===== src/rtl/pixie_pkg.sv =====
// Shared constants and types for the Pixie raster back end.
// Defaults are the 1861 NTSC timing set.
package pixie_pkg;

    localparam int PIX_H_TOTAL      = 112;
    localparam int PIX_H_START      = 0;
    localparam int PIX_H_ACTIVE     = 64;
    localparam int PIX_H_SYNC_START = 80;
    localparam int PIX_H_SYNC_WIDTH = 12;
    localparam int PIX_V_TOTAL      = 262;
    localparam int PIX_V_START      = 64;
    localparam int PIX_V_ACTIVE     = 128;
    localparam int PIX_V_SYNC_START = 0;
    localparam int PIX_V_SYNC_WIDTH = 16;
    localparam int PIX_V_SCALE      = 4;
    localparam int PIX_ADDR_W       = 10;
    localparam int PIX_COL_W        = 3;
    localparam int POS_W            = 16;

    typedef struct packed {
        logic [POS_W-1:0] h;
        logic [POS_W-1:0] v;
    } frame_pos_t;

    typedef struct packed {
        logic hsync;
        logic vsync;
        logic hblank;
        logic vblank;
        logic de;
        logic frame_start;
    } raster_flags_t;

    // Window test by unsigned offset, so a start of 0 needs no special case.
    function automatic logic in_span(input logic [POS_W-1:0] x, input int start, input int len);
        logic [POS_W-1:0] rel;
        rel = x - POS_W'(start);
        return rel < POS_W'(len);
    endfunction

endpackage


===== src/rtl/pixie_raster_timing.sv =====
// Horizontal/vertical counters with window, sync and frame-start decode.
// All decoded flags describe the current counter position (pre-pipeline).
module pixie_raster_timing
    import pixie_pkg::*;
#(
    parameter int H_TOTAL      = PIX_H_TOTAL,
    parameter int H_START      = PIX_H_START,
    parameter int H_ACTIVE     = PIX_H_ACTIVE,
    parameter int H_SYNC_START = PIX_H_SYNC_START,
    parameter int H_SYNC_WIDTH = PIX_H_SYNC_WIDTH,
    parameter int V_TOTAL      = PIX_V_TOTAL,
    parameter int V_START      = PIX_V_START,
    parameter int V_ACTIVE     = PIX_V_ACTIVE,
    parameter int V_SYNC_START = PIX_V_SYNC_START,
    parameter int V_SYNC_WIDTH = PIX_V_SYNC_WIDTH
) (
    input  logic             clk,
    input  logic             reset,
    output logic [POS_W-1:0] h_o,
    output logic             line_end_o,
    output logic             frame_end_o,
    output logic             h_act_o,
    output logic             v_act_o,
    output raster_flags_t    flags_o
);

    frame_pos_t pos_q, pos_d;

    assign line_end_o  = (pos_q.h == POS_W'(H_TOTAL - 1));
    assign frame_end_o = line_end_o && (pos_q.v == POS_W'(V_TOTAL - 1));

    always_comb begin
        pos_d = pos_q;
        if (line_end_o) begin
            pos_d.h = '0;
            pos_d.v = frame_end_o ? '0 : pos_q.v + POS_W'(1);
        end else begin
            pos_d.h = pos_q.h + POS_W'(1);
        end
    end

    always_ff @(posedge clk) begin
        if (reset) begin
            pos_q <= '0;
        end else begin
            pos_q <= pos_d;
        end
    end

    assign h_o     = pos_q.h;
    assign h_act_o = in_span(pos_q.h, H_START, H_ACTIVE);
    assign v_act_o = in_span(pos_q.v, V_START, V_ACTIVE);

    always_comb begin
        flags_o.hsync       = in_span(pos_q.h, H_SYNC_START, H_SYNC_WIDTH);
        flags_o.vsync       = in_span(pos_q.v, V_SYNC_START, V_SYNC_WIDTH);
        flags_o.hblank      = !h_act_o;
        flags_o.vblank      = !v_act_o;
        flags_o.de          = h_act_o && v_act_o;
        flags_o.frame_start = (pos_q.h == '0) && (pos_q.v == '0);
    end

endmodule


===== src/rtl/pixie_video_gen.sv =====
// Raster back end: bitmap fetch, line replication, MSB-first shifter and a
// two-stage output pipeline keeping sync/blank aligned with the pixel path.
module pixie_video_gen
    import pixie_pkg::*;
#(
    parameter int H_TOTAL      = PIX_H_TOTAL,
    parameter int H_START      = PIX_H_START,
    parameter int H_ACTIVE     = PIX_H_ACTIVE,
    parameter int H_SYNC_START = PIX_H_SYNC_START,
    parameter int H_SYNC_WIDTH = PIX_H_SYNC_WIDTH,
    parameter int V_TOTAL      = PIX_V_TOTAL,
    parameter int V_START      = PIX_V_START,
    parameter int V_ACTIVE     = PIX_V_ACTIVE,
    parameter int V_SYNC_START = PIX_V_SYNC_START,
    parameter int V_SYNC_WIDTH = PIX_V_SYNC_WIDTH,
    parameter int V_SCALE      = PIX_V_SCALE,
    parameter int ADDR_W       = PIX_ADDR_W,
    parameter int COLOUR       = 0
) (
    input  logic                 clk,
    input  logic                 reset,
    input  logic                 display_on,
    input  logic [PIX_COL_W-1:0] bg_colour,
    output logic                 fb_read_en,
    output logic [ADDR_W-1:0]    fb_addr,
    input  logic [7:0]           fb_data,
    output logic [ADDR_W-1:0]    col_addr,
    input  logic [PIX_COL_W-1:0] col_data,
    output logic                 video,
    output logic [PIX_COL_W-1:0] rgb,
    output logic                 HSync,
    output logic                 VSync,
    output logic                 csync,
    output logic                 HBlank,
    output logic                 VBlank,
    output logic                 video_de,
    output logic                 frame_start
);

    logic [POS_W-1:0] h;
    logic             line_end, frame_end, h_act, v_act;
    raster_flags_t    flags, flags_q1, flags_q2;

    pixie_raster_timing #(
        .H_TOTAL(H_TOTAL), .H_START(H_START), .H_ACTIVE(H_ACTIVE),
        .H_SYNC_START(H_SYNC_START), .H_SYNC_WIDTH(H_SYNC_WIDTH),
        .V_TOTAL(V_TOTAL), .V_START(V_START), .V_ACTIVE(V_ACTIVE),
        .V_SYNC_START(V_SYNC_START), .V_SYNC_WIDTH(V_SYNC_WIDTH)
    ) u_timing (
        .clk(clk), .reset(reset), .h_o(h), .line_end_o(line_end),
        .frame_end_o(frame_end), .h_act_o(h_act), .v_act_o(v_act), .flags_o(flags)
    );

    logic                 disp_en_q;
    logic [ADDR_W-1:0]    row_base_q, row_base_d;
    logic [2:0]           rep_cnt_q, rep_cnt_d;
    logic                 fetch, fetch_q;
    logic [7:0]           shift_q, shift_d;
    logic [PIX_COL_W-1:0] colour_q, colour_d;
    logic [ADDR_W-1:0]    byte_col;
    logic [2:0]           byte_bit;

    assign byte_col = ADDR_W'((h - POS_W'(H_START)) >> 3);
    assign byte_bit = 3'(h - POS_W'(H_START));

    // Frame-buffer read: fb_read_en/fb_addr are a one-cycle request with no
    // back-pressure; fb_data/col_data must be valid exactly one clk later.
    assign fetch      = disp_en_q && h_act && v_act && (byte_bit == 3'd0);
    assign fb_read_en = fetch;
    assign fb_addr    = fetch ? row_base_q + byte_col : '0;
    assign col_addr   = fb_addr;

    always_comb begin
        row_base_d = row_base_q;
        rep_cnt_d  = rep_cnt_q;
        if (frame_end) begin
            row_base_d = '0;
            rep_cnt_d  = '0;
        end else if (line_end && v_act) begin
            if (rep_cnt_q == 3'(V_SCALE - 1)) begin
                row_base_d = row_base_q + ADDR_W'(H_ACTIVE / 8);
                rep_cnt_d  = '0;
            end else begin
                rep_cnt_d = rep_cnt_q + 3'd1;
            end
        end
    end

    always_comb begin
        shift_d  = {shift_q[6:0], 1'b0};
        colour_d = colour_q;
        if (!disp_en_q) begin
            shift_d = '0;
        end else if (fetch_q) begin
            shift_d  = fb_data;
            colour_d = col_data;
        end
    end

    always_ff @(posedge clk) begin
        if (reset) begin
            disp_en_q  <= 1'b0;
            row_base_q <= '0;
            rep_cnt_q  <= '0;
            fetch_q    <= 1'b0;
            shift_q    <= '0;
            colour_q   <= '0;
            flags_q1   <= '0;
            flags_q2   <= '0;
        end else begin
            if (frame_end) begin
                disp_en_q <= display_on;
            end
            row_base_q <= row_base_d;
            rep_cnt_q  <= rep_cnt_d;
            fetch_q    <= fetch;
            shift_q    <= shift_d;
            colour_q   <= colour_d;
            flags_q1   <= flags;
            flags_q2   <= flags_q1;
        end
    end

    assign video = shift_q[7] && flags_q2.de;

    always_comb begin
        if (COLOUR != 0) begin
            rgb = flags_q2.de ? (video ? colour_q : bg_colour) : '0;
        end else begin
            rgb = {PIX_COL_W{video}};
        end
    end

    assign HSync       = flags_q2.hsync;
    assign VSync       = flags_q2.vsync;
    assign csync       = flags_q2.hsync ^ flags_q2.vsync;
    assign HBlank      = flags_q2.hblank;
    assign VBlank      = flags_q2.vblank;
    assign video_de    = flags_q2.de;
    assign frame_start = flags_q2.frame_start;

endmodule


===== config.mk =====
export PLATFORM = sky130hd
export DESIGN_NAME = pixie_video_gen
export DESIGN_NICKNAME = d
export VERILOG_FILES = /design/src/rtl/pixie_pkg.sv /design/src/rtl/pixie_raster_timing.sv /design/src/rtl/pixie_video_gen.sv
export SDC_FILE = /design/constraint.sdc
export NUM_CORES = 1
export LEC_CHECK = 0
export ABC_AREA = 1
export BUFFER_PORTS_ARGS = -buffer_cell sky130_fd_sc_hd__buf_4
export CELL_PAD_IN_SITES_DETAIL_PLACEMENT = 1
export CELL_PAD_IN_SITES_GLOBAL_PLACEMENT = 1
export CORE_AREA = 2 2 114 83
export DETAILED_ROUTE_END_ITERATION = 8
export DIE_AREA = 0 0 116 85
export PLACE_DENSITY_LB_ADDON = 0.05
export SLEW_MARGIN = 15
export SYNTH_ARGS = -nofsm -noshare
export SYNTH_HDL_FRONTEND = slang
export SYNTH_SLANG_ARGS = --single-unit
export TNS_END_PERCENT = 30

===== constraint.sdc =====
create_clock -name clk -period 2.5 [get_ports clk]
set_input_delay 0.25 -clock clk [delete_from_list [all_inputs] [get_ports clk]]
set_output_delay 0.25 -clock clk [all_outputs]
set_load 0.01 [all_outputs]

==> results.md <==
- The library cell used most frequently in the layout, excluding fill and tap cells, is sky130_fd_sc_hd__nand2_1.
- Routability-driven placement finished with a final weighted congestion of 0.822.
- The floorplan step defined a die boundary enclosing 9860 um^2.
- Prior to clock tree synthesis, the placed netlist has a worst setup slack of about 0.27 ns.
- The initial antenna violation count is 0.
- Setup violations remaining at the end of the flow were counted as 0.
- Setup slack closes at approximately 0.11 ns.
- The via density per instance is between 4 and 5.
- Clock-pin slew was measured on the worst setup and hold paths at 0.06 ns.
- The number of global-route vias before repair is between 3000 and 4000.
- The post-route clock skew is 0.00841 ns.
- The antenna diode count is 0.
- At the pin with the least slew margin, the transition time is 0.591 ns.
- The leakage power is 1.76 nW.
- The post-layout minimum cycle time is between 2 and 2.5 ns.
- The kind of end point of the critical path is an output port.
- For this run, the register share of the synthesized area comes to between 30% and 40%.
- The required time at the worst-slack endpoint is about 2.3 ns.
- The most used flip-flop cell after synthesis is sky130_fd_sc_hd__dfxtp_1.
- The number of nets still failing antenna checks after routing is 0.
- Excluding fillers, the count of instances in the completed layout stands at approximately 660.
- The worst path uses 95.6% of the clock period.
- The total count of max-transition violations in the final report came to 0.
- Global routing consumed, over all layers together, 20.0% of the routing resources.
- Across the VDD grid, the largest voltage drop is a little over 400 uV.
- 49 I/O pins were placed.
- Input and output buffers added on the ports amount to 42.
- The first-pass iteration count of the detailed router is 6.
- The height of the chip is approximately 85 um.
- For this design the ratio of total power to cell area is 540 nW/um^2.
- For this run, the top clock speed supported by timing is roughly 0.42 GHz.
- The average size of a mapped cell is between 7 and 8 um^2.
- The proportion of register bits with asynchronous set or reset after synthesis is 0%.
- The gate count after technology mapping is 484.
- By area the synthesized netlist is led by sky130_fd_sc_hd__dfxtp_1 37%, sky130_fd_sc_hd__nand2_1 8.7%, sky130_fd_sc_hd__nor2_1 7.9%.
- The post-route DRC violation count is 0.
- The tightest min-delay check is of the in2reg type.
- The distinct cell type count of the synthesized netlist is 40.
- The via count is 3157.
- The clock passes through at most 2 buffers.
- The clock network latency to the later pin of the worst-skew pair is roughly 0.34 ns.
- Max-cap violations in this run came to 0.
- CTS placed an instance of sky130_fd_sc_hd__clkbuf_16 at the clock tree root.
- The detailed router finished its first iteration with 132 violations.
- The wire length reported by the detailed router is 9210 um.
- The first global-routing pass estimated 15400 um of wire.
- The placed wire-length estimate is roughly 7000 um.
- The number of warning messages in the yosys log is 0.
- The maximum fanout along the worst path is 10.
- The net count of the finished layout is 560.
- The worst setup path category is reg2out.
- The net count after synthesis is between 500 and 600.
- The worst slew slack as a fraction of its limit is 59.6%.
- The placement row count is 29.
- Entering global routing, the biggest net connects 18 pins.
- The library cell occupying the most area in the post-synthesis netlist is sky130_fd_sc_hd__dfxtp_1.
- Relative to the synthesized area, the layout overhead comes to 21.6%.
- The count of endpoints failing hold in the final timing report came to 0.
- The final routed wire length divided by cell count is 14.1 um.
- In the layout the commonest cells are 80 x sky130_fd_sc_hd__nand2_1, 71 x sky130_fd_sc_hd__nor2_1, 58 x sky130_fd_sc_hd__dfxtp_1, 58 x sky130_fd_sc_hd__inv_1, 52 x sky130_fd_sc_hd__buf_4.
- The clock tree synthesis step divided the H-tree into 3 levels.
- The number of flops mapped to enable cells by yosys is 0.
- The horizontal extent of the die is roughly 120 um.
- The kind of start point of the critical path is a flop.
- The utilization of the core after routing is roughly half.
- The initial standard-cell utilization of the core is between 30% and 40%.
- The flow ran to the end, and the final reports show no timing, DRC or antenna violations.
- The CTS buffer count is 9.
- The area share of the leading cell type in the synthesized netlist is approximately 37%.
- After detailed placement, the design holds a cell count of about 640.
- Across all hold checks on the routed design, the worst slack comes to 0.147 ns.
- After synthesis the netlist holds a flip-flop and latch count of 64.
- TritonCTS built the clock tree.
- The clock net in this run drives a total of 64 sinks.
- The core area is 8780 um^2.
- The critical path arrival is 2.14 ns.
- The total standard cell area after synthesis is between 3000 and 4000 um^2.
- The sum of overflow across all layers after global routing is 0.
- The share of cells above drive strength 1 is 20.9%.
[Yosys cell counts, types with 2 or more instances]
cell type / n
sky130_fd_sc_hd__inv_2: 3
sky130_fd_sc_hd__clkbuf_1: 2
sky130_fd_sc_hd__a211oi_1: 2
sky130_fd_sc_hd__nand3_2: 2
sky130_fd_sc_hd__xnor2_1: 5
sky130_fd_sc_hd__xor2_1: 14
sky130_fd_sc_hd__nand4_1: 8
sky130_fd_sc_hd__a21oi_1: 34
sky130_fd_sc_hd__nor2_2: 5
sky130_fd_sc_hd__nor3_1: 23
sky130_fd_sc_hd__inv_1: 62
sky130_fd_sc_hd__nor2_4: 5
sky130_fd_sc_hd__buf_6: 3
sky130_fd_sc_hd__nand2_1: 81
sky130_fd_sc_hd__nand3_1: 28
sky130_fd_sc_hd__nor4_1: 8
sky130_fd_sc_hd__buf_2: 2
sky130_fd_sc_hd__o21ai_0: 9
sky130_fd_sc_hd__dfxtp_1: 64
sky130_fd_sc_hd__ha_1: 16
sky130_fd_sc_hd__o21ai_1: 4
sky130_fd_sc_hd__buf_4: 13
sky130_fd_sc_hd__nor2_1: 74
[sequential cells by signal (all words and copies together) (netlist names)]
name,count
rep_cnt_q,3
flags_q1,6
u_timing.pos_q,16
row_base_q,7
HBlank,1
VBlank,1
shift_q,8
VSync,1
fetch_q,1
HSync,1
u_timing.h_o,16
video_de,1
disp_en_q,1
frame_start,1
[final timing paths]
path                            cells past startpoint  slack (ns)                           start                        end
worst max-delay path                               11        0.11  u_timing.pos_q[6]$_SDFFE_PP0P_                col_addr[7]
worst max register to register                     11        0.50      u_timing.h_o[7]$_SDFF_PP0_  rep_cnt_q[1]$_SDFFE_PP0P_
worst min register to register                      2        0.40          flags_q1[4]$_SDFF_PP0_           VSync$_SDFF_PP0_
worst min-delay path                                3        0.15                      fb_data[0]      shift_q[0]$_SDFF_PP0_
[metrics by stage]
step	setup TNS [ns]	total power, W	cell area (um^2)
5_1_grt	-0.0240	0.00238	4250
2_1_floorplan	0	0.00110	3500
3_3_place_gp	0	0.00113	3860
6_report	0	0.00229	4250
3_5_place_dp	0	0.00113	3860
4_1_cts	0	0.00232	4170
[critical path: stages (launching register included)]
cell	delay [ns]
sky130_fd_sc_hd__dfxtp_2	0.34
sky130_fd_sc_hd__inv_2	0.08
sky130_fd_sc_hd__ha_4	0.18
sky130_fd_sc_hd__xor2_1	0.13
sky130_fd_sc_hd__nor2_1	0.13
sky130_fd_sc_hd__nand2_1	0.10
sky130_fd_sc_hd__nor2_4	0.12
sky130_fd_sc_hd__nand4_4	0.10
sky130_fd_sc_hd__nor2_4	0.19
sky130_fd_sc_hd__inv_6	0.08
sky130_fd_sc_hd__nor3b_4	0.20
sky130_fd_sc_hd__buf_4	0.15
[layer usage]
metal	track usage (%)	wire length, um
met1	28.5	4680
met2	30.1	3980
met3	4.71	415
met4	6.17	137
met5	0	0
[power breakdown]
| part | internal (W) | leakage, nW | total (W) | switching, W |
|---|---|---|---|---|
| logic | 0.0000305 | 1.12 | 0.0000733 | 0.0000428 |
| clock network | 0.000698 | 0.127 | 0.00118 | 0.000484 |
| registers | 0.00103 | 0.521 | 0.00104 | 0.00000666 |
[area by class of cell]
class,count,area (um^2)
fill,1117,4530
tap,124,155
multi-input combinational,332,1880
clock buffer,10,239
inverter,67,258
sequential,64,1290
clock inverter,6,43.8
timing repair buffer,52,390
[repair_timing]
| action | CTS | global route |
|---|---|---|
| setup endpoints to repair | 20 | 20 |
| pin swaps | 2 | 5 |
| buffers inserted | 1 | 3 |
| resized for setup | 5 | 23 |
| hold buffers | 0 | 0 |
[cell families (layout without fill, tap and decap cells)]
group	count (synthesis)	count (layout)	share of synthesized area (%)
buf+inv	88	135	11.6
fa+ha+maj	17	17	6.30
flops	64	64	36.6
xor+xnor	19	19	4.76
compound gates	54	54	8.27
simple gates	242	242	32.4
No activity file was read; power rests on OpenSTA's default activity.
